`config.mk`:
```
export PLATFORM = sky130hd
export DESIGN_NAME = axi4_echo_yanker
export DESIGN_NICKNAME = d
export VERILOG_FILES = /design/src/rtl/axi4_echo_pkg.sv /design/src/rtl/axi4_echo_fifo.sv /design/src/rtl/axi4_echo_yanker.sv
export SDC_FILE = /design/constraint.sdc
export NUM_CORES = 1
export LEC_CHECK = 0
export ABC_CLOCK_PERIOD_IN_PS = 5900
export BUFFER_PORTS_ARGS = -buffer_cell sky130_fd_sc_hd__clkbuf_2
export CORE_ASPECT_RATIO = 0.7
export CORE_MARGIN = 4
export CORE_UTILIZATION = 45
export DETAILED_ROUTE_END_ITERATION = 10
export HOLD_SLACK_MARGIN = 0.02
export PLACE_DENSITY_LB_ADDON = 0.25
export SLEW_MARGIN = 5
export SYNTH_ARGS = -nofsm -noshare
export SYNTH_HDL_FRONTEND = slang
export SYNTH_SLANG_ARGS = --single-unit
```
`constraint.sdc`:
```
create_clock -name clk -period 5.9 [get_ports clk]
set_input_delay 0.59 -clock clk [delete_from_list [all_inputs] [get_ports clk]]
set_output_delay 0.59 -clock clk [all_outputs]
set_load 0.01 [all_outputs]
```
`src/rtl/axi4_echo_pkg.sv`:
```
// Shared widths and payload packing helpers for the echo-yanker channel pair.
// Functions give AX/R/B payloads one canonical bit ordering across the fabric.
package axi4_echo_pkg;

  localparam int ID_W_DEF   = 1;
  localparam int ECHO_W_DEF = 7;
  localparam int DEPTH_DEF  = 4;
  localparam int REQ_W_AX   = 52;
  localparam int RSP_W_R    = 66;
  localparam int RSP_W_B    = 2;

  function automatic logic [REQ_W_AX-1:0] pack_ax(
    input logic [31:0] addr,
    input logic [7:0]  len,
    input logic [2:0]  size,
    input logic [1:0]  burst,
    input logic [3:0]  cache,
    input logic [2:0]  prot
  );
    return {addr, len, size, burst, cache, prot};
  endfunction

  function automatic logic [RSP_W_R-1:0] pack_r(
    input logic [63:0] data,
    input logic [1:0]  resp
  );
    return {data, resp};
  endfunction

  function automatic logic [RSP_W_B-1:0] pack_b(input logic [1:0] resp);
    return resp;
  endfunction

endpackage

```
`src/rtl/axi4_echo_fifo.sv`:
```
// One per-ID echo queue: small circular buffer with a combinational head so
// the response path can attach the echo in the same cycle it arrives.
module axi4_echo_fifo
  import axi4_echo_pkg::*;
#(
  parameter int ECHO_W = ECHO_W_DEF,
  parameter int DEPTH  = DEPTH_DEF
) (
  input  logic              clk,
  input  logic              rstnn,
  input  logic              push,
  input  logic [ECHO_W-1:0] push_data,
  input  logic              pop,
  output logic [ECHO_W-1:0] head,
  output logic              full,
  output logic              empty
);

  localparam int PW = (DEPTH > 1) ? $clog2(DEPTH) : 1;
  localparam int CW = $clog2(DEPTH + 1);

  logic [ECHO_W-1:0] mem_reg [DEPTH];
  logic [PW-1:0]     wr_ptr_reg;
  logic [PW-1:0]     rd_ptr_reg;
  logic [CW-1:0]     cnt_reg;
  logic [CW-1:0]     cnt_next;
  logic              push_ok;
  logic              pop_ok;

  assign full    = (cnt_reg == CW'(DEPTH));
  assign empty   = (cnt_reg == '0);
  assign push_ok = push & ~full;
  assign pop_ok  = pop & ~empty;
  assign head    = mem_reg[rd_ptr_reg];

  always_comb begin
    cnt_next = cnt_reg;
    case ({push_ok, pop_ok})
      2'b10:   cnt_next = cnt_reg + CW'(1);
      2'b01:   cnt_next = cnt_reg - CW'(1);
      default: cnt_next = cnt_reg;
    endcase
  end

  // Pointers wrap naturally because DEPTH is a power of two.
  always_ff @(posedge clk) begin
    if (!rstnn) begin
      wr_ptr_reg <= '0;
      rd_ptr_reg <= '0;
      cnt_reg    <= '0;
    end else begin
      if (push_ok) wr_ptr_reg <= wr_ptr_reg + PW'(1);
      if (pop_ok)  rd_ptr_reg <= rd_ptr_reg + PW'(1);
      cnt_reg <= cnt_next;
    end
  end

  always_ff @(posedge clk) begin
    if (push_ok) mem_reg[wr_ptr_reg] <= push_data;
  end

endmodule

```
`src/rtl/axi4_echo_yanker.sv`:
```
// Strips the echo ID field from requests into per-ID queues and re-attaches
// it to the matching responses; one instance per direction (AR/R or AW/B).
module axi4_echo_yanker
  import axi4_echo_pkg::*;
#(
  parameter int ID_W   = ID_W_DEF,
  parameter int ECHO_W = ECHO_W_DEF,
  parameter int DEPTH  = DEPTH_DEF,
  parameter int REQ_W  = REQ_W_AX,
  parameter int RSP_W  = RSP_W_R
) (
  input  logic              clk,
  input  logic              rstnn,
  input  logic              req_in_valid,
  output logic              req_in_ready,
  input  logic [ID_W-1:0]   req_in_id,
  input  logic [ECHO_W-1:0] req_in_echo,
  input  logic [REQ_W-1:0]  req_in_payload,
  output logic              req_out_valid,
  input  logic              req_out_ready,
  output logic [ID_W-1:0]   req_out_id,
  output logic [REQ_W-1:0]  req_out_payload,
  input  logic              rsp_in_valid,
  output logic              rsp_in_ready,
  input  logic [ID_W-1:0]   rsp_in_id,
  input  logic              rsp_in_last,
  input  logic [RSP_W-1:0]  rsp_in_payload,
  output logic              rsp_out_valid,
  input  logic              rsp_out_ready,
  output logic [ID_W-1:0]   rsp_out_id,
  output logic [ECHO_W-1:0] rsp_out_echo,
  output logic              rsp_out_last,
  output logic [RSP_W-1:0]  rsp_out_payload,
  output logic              err_unexpected
);

  localparam int NQ = 2 ** ID_W;

  logic [NQ-1:0]     full_vec;
  logic [NQ-1:0]     empty_vec;
  logic [NQ-1:0]     push_vec;
  logic [NQ-1:0]     pop_vec;
  logic [ECHO_W-1:0] head_arr [NQ];
  logic              req_full;
  logic              req_fire;
  logic              rsp_fire;
  logic              rsp_empty;
  logic              err_reg;

  // Request side: a full queue stalls only requests carrying its own ID.
  assign req_full        = full_vec[req_in_id];
  assign req_out_valid   = rstnn & req_in_valid & ~req_full;
  assign req_in_ready    = rstnn & req_out_ready & ~req_full;
  assign req_out_id      = req_in_id;
  assign req_out_payload = req_in_payload;
  assign req_fire        = req_in_valid & req_in_ready;

  assign rsp_out_valid   = rsp_in_valid;
  assign rsp_in_ready    = rsp_out_ready;
  assign rsp_out_id      = rsp_in_id;
  assign rsp_out_last    = rsp_in_last;
  assign rsp_out_payload = rsp_in_payload;
  assign rsp_fire        = rsp_in_valid & rsp_out_ready;
  assign rsp_empty       = empty_vec[rsp_in_id];
  assign rsp_out_echo    = rsp_empty ? '0 : head_arr[rsp_in_id];

  genvar gi;
  generate
    for (gi = 0; gi < NQ; gi++) begin : g_q
      assign push_vec[gi] = req_fire && (req_in_id == ID_W'(gi));
      // Non-last beats of a burst keep the head; only the final beat retires it.
      assign pop_vec[gi]  = rsp_fire && rsp_in_last && (rsp_in_id == ID_W'(gi));

      axi4_echo_fifo #(
        .ECHO_W (ECHO_W),
        .DEPTH  (DEPTH)
      ) u_fifo (
        .clk       (clk),
        .rstnn     (rstnn),
        .push      (push_vec[gi]),
        .push_data (req_in_echo),
        .pop       (pop_vec[gi]),
        .head      (head_arr[gi]),
        .full      (full_vec[gi]),
        .empty     (empty_vec[gi])
      );
    end
  endgenerate

  always_ff @(posedge clk) begin
    if (!rstnn) begin
      err_reg <= 1'b0;
    end else if (rsp_fire && rsp_empty) begin
      err_reg <= 1'b1;
    end
  end

  assign err_unexpected = err_reg;

endmodule

```
==> impl_metrics.tcl <==
set metrics [dict create \
    status "finished clean" \
    crit_path_cell_trace "mux4_2 -> a22o_1 -> clkbuf_2" \
    r2r.worst_path.cells 7 \
    setup_tns_ns 0 \
    synthesis.nets 466 \
    cts_tree "done" \
    yosysTopAreaCell "edfxtp_1" \
    grt_setup_unrepaired "no" \
    min_from "g_q[0].u_fifo.rd_ptr_reg[1]$_SDFFE_PN0P_" \
    timing.rr.start "g_q[1].u_fifo.cnt_reg[1]$_SDFFE_PN0P_" \
    r2r_end "g_q[1].u_fifo.cnt_reg[2]$_SDFFE_PN0P_" \
    worst-path-max-fanout 7 \
    yosys_warnings 0 \
    fin_crit_sh_pct 43.9 \
    insertedDiodeCount 0 \
    required_ns 5.31 \
    numPortBuffers 30 \
    clkTransAtPathRegs_ns 0.06 \
    clock_path_buffers 2 \
    cts_resized 0 \
    path_depth 3 \
    clock_latency_ns 0.34 \
    cts_buffers 9 \
    cpLargestDelayFamily "flip-flops" \
    drtIter0Drc 173 \
    synth_top_area_share_pct 41.4 \
    yosys-top-cells-area "edfxtp_1 41%, buf_4 23%, dfxtp_1 9.4%, mux4_2 7.8%, ha_1 3.1%" \
    firstDrtPassIters 4 \
    wl_um 6700 \
    netlist-cell-type-count 34 \
    finalSetupViolations 0 \
    cts-hold-fix-buffers 0 \
    finalPower_uw 1100 \
    n_fill_cell 805 \
    start_kind "flop" \
    worstSetupPathType "flop to primary output" \
    pwr-share-seq_pct 52.5 \
    tightest_slew_ns 0.714 \
    drc 0 \
    sw_frac_of_total_pct 20.9 \
    hp-class "flop to flop" \
    drv_cap 0 \
    synth_cells 320 \
    p_clk_share_pct 44.0 \
    fin_nets 376 \
    finClkSkew_ns 0.00779 \
    fp.dieH_um 87.5 \
    dp_hpwl_um 4560 \
    critPathSlowestCell "dfxtp_1" \
    comb_power_share_pct 3.6 \
    min_period_ns 2.59 \
    min_to "g_q[0].u_fifo.rd_ptr_reg[1]$_SDFFE_PN0P_" \
    endpoint_kind "primary output" \
    cts_num_sinks 75 \
    p_int_uw 867 \
    wl_per_cell_um 18.9 \
    peakVddDrop_mv 0.170 \
    area_growth_pct -9.94 \
    largest_reg_flops 56 \
    final_util_pct 42.5 \
    max_freq_ghz 0.386 \
    drive_gt1_share_pct 26.1 \
    vias 1828 \
    ant_nets 0 \
    initial_core_util_pct 47.2 \
    grt_pass1_wl_um 10100 \
    track_usage_pct 13.6 \
    r2r_slack_ns 3.59 \
    avgSynthCellArea_sq_um 12.7 \
    leakagePower_uw 0.00126 \
    power.switching_uw 229 \
    relSlewSlack_pct 52.3 \
    pin_count 267 \
    arrival_ns 2.00 \
    seq_area_frac_synth_pct 50.7 \
    path_buf_inv 1 \
    grt_max_degree 13 \
    min_path_cells 2 \
    globalplace.congestion 0.735 \
    hold_viol_final 0 \
    post_cts_buffers 0 \
    slew_viol_final 0 \
    overflow 0 \
    antenna_found_initial 0 \
    synth_seq_cells 75 \
    powerDensity_mw_per_mm2 299 \
    via_per_inst 5.16 \
    rows 28 \
    coreArea_sq_mm 0.00862 \
    grt_pass1_vias 1786 \
    syn_area_sq_mm 0.00406 \
    dieArea_sq_mm 0.0106 \
    die_w_um 122 \
    htree_levels 3 \
    cts_root_buf "clkbuf_16" \
    max_stage_delay_ns 0.69 \
]
final cells by class:
class / count / area (sq um) / area share [%]
Clock buffer: 10 / 229 / 6.26
Clock inverter: 5 / 31.3 / 0.855
Inverter: 13 / 48.8 / 1.33
Multi-Input combinational cell: 101 / 988 / 27.0
Sequential cell: 75 / 2060 / 56.3
Tap cell: 120 / 150 / 4.10
Timing Repair Buffer: 30 / 150 / 4.10
worst max-delay path by stage:
stage	endpoint	slack, ns
2_1_floorplan	g_q[1].u_fifo.cnt_reg[2]$_SDFFE_PN0P_	3.65
3_3_place_gp	g_q[1].u_fifo.cnt_reg[2]$_SDFFE_PN0P_	3.27
3_5_place_dp	g_q[1].u_fifo.cnt_reg[2]$_SDFFE_PN0P_	3.20
4_1_cts	rsp_out_echo[2]	3.23
5_1_grt	rsp_out_echo[2]	3.16
6_report	rsp_out_echo[2]	3.31
per-stage QoR:
stage	std cells	hold WS, ns	area (sq um)	setup slack (ns)
global route	354	0.514	3660	3.16
detailed placement	339	0.464	3400	3.20
global placement	339	0.455	3400	3.27
floorplan	320	0.445	4060	3.65
finish	354	0.477	3660	3.31
CTS	354	0.480	3660	3.23
cells in the final DEF, fill, tap and decap left out:
cell and instances:
nor3_2 1, o31ai_1 3, nor4b_1 1, xnor2_1 1, mux2i_1 8, clkinv_1 1, nor3_1 2, nor2b_1 1
nand3_2 1, nand2_1 6, ha_1 10, nand3_1 1, nor3b_2 2, nor3b_1 1, edfxtp_1 56, clkbuf_16 9
nand2b_1 1, clkinv_4 2, clkbuf_1 1, a22o_1 7, or4_1 2, and3b_1 1, o21ai_0 4, nor2_1 7
and3_1 3, or3_1 3, fa_1 2, clkinv_2 2, and2_1 8, xor2_1 3, dfxtp_1 19, a21oi_1 8
clkbuf_2 30, inv_1 13, mux4_2 14
power by group through the flow:
stage	logic (uW)	clock network [uW]	registers, uW
after detailed placement	39.7	0	586
after global routing	44.1	519	575
after global placement	39.3	0	586
after CTS	39.8	492	575
after floorplan	105	0	585
final	39.0	482	575
routing by layer:
metal	global-route usage, %	wire (um)	share of wire (%)	vias up
met3	7.27	627	9.4	49
met5	0	0	0	-
li1	-	-	-	805
met1	19.3	3120	47	877
met2	15.5	2630	39	97
met4	9.26	319	4.8	0
tightest hold or removal path: cells and delay by family, from the launching register on:
| family | cells | cell delay [ns] |
|---|---|---|
| flip-flops | 1 | 0.30 |
| multiplexers | 1 | 0.07 |
| AND/OR/NAND/NOR | 1 | 0.05 |
cell usage after synthesis:
cell and n:
a21oi_1 8, nor4b_1 1, nor3b_2 2, or3_1 3
clkbuf_1 3, nand3_2 1, dfxtp_1 19, buf_6 1
buf_2 3, buf_1 1, and2_1 8, o31ai_1 3
xnor2_1 1, mux2i_1 8, nor3b_1 1, nor2_1 7
and3_1 3, o21ai_0 4, nor2b_1 1, nor3_1 2
inv_1 13, fa_1 2, nor3_2 1, and3b_1 1
buf_4 123, ha_1 10, mux4_2 14, a22o_1 7
or4_1 2, xor2_1 3, nand2b_1 1, nand2_1 6
edfxtp_1 56, nand3_1 1
cell families (layout without fill, tap and decap cells):
group           Yosys count  in the layout  synth area share (%)
compound gates           22             22                  3.54
xor+xnor                  4              4                 0.862
fa+ha+maj                12             12                  4.06
buf+inv                 144             58                  24.9
flops                    75             75                  50.7
mux                      22             22                  9.73
simple gates             41             41                  6.13
No activity file was read; power rests on OpenSTA's default activity.
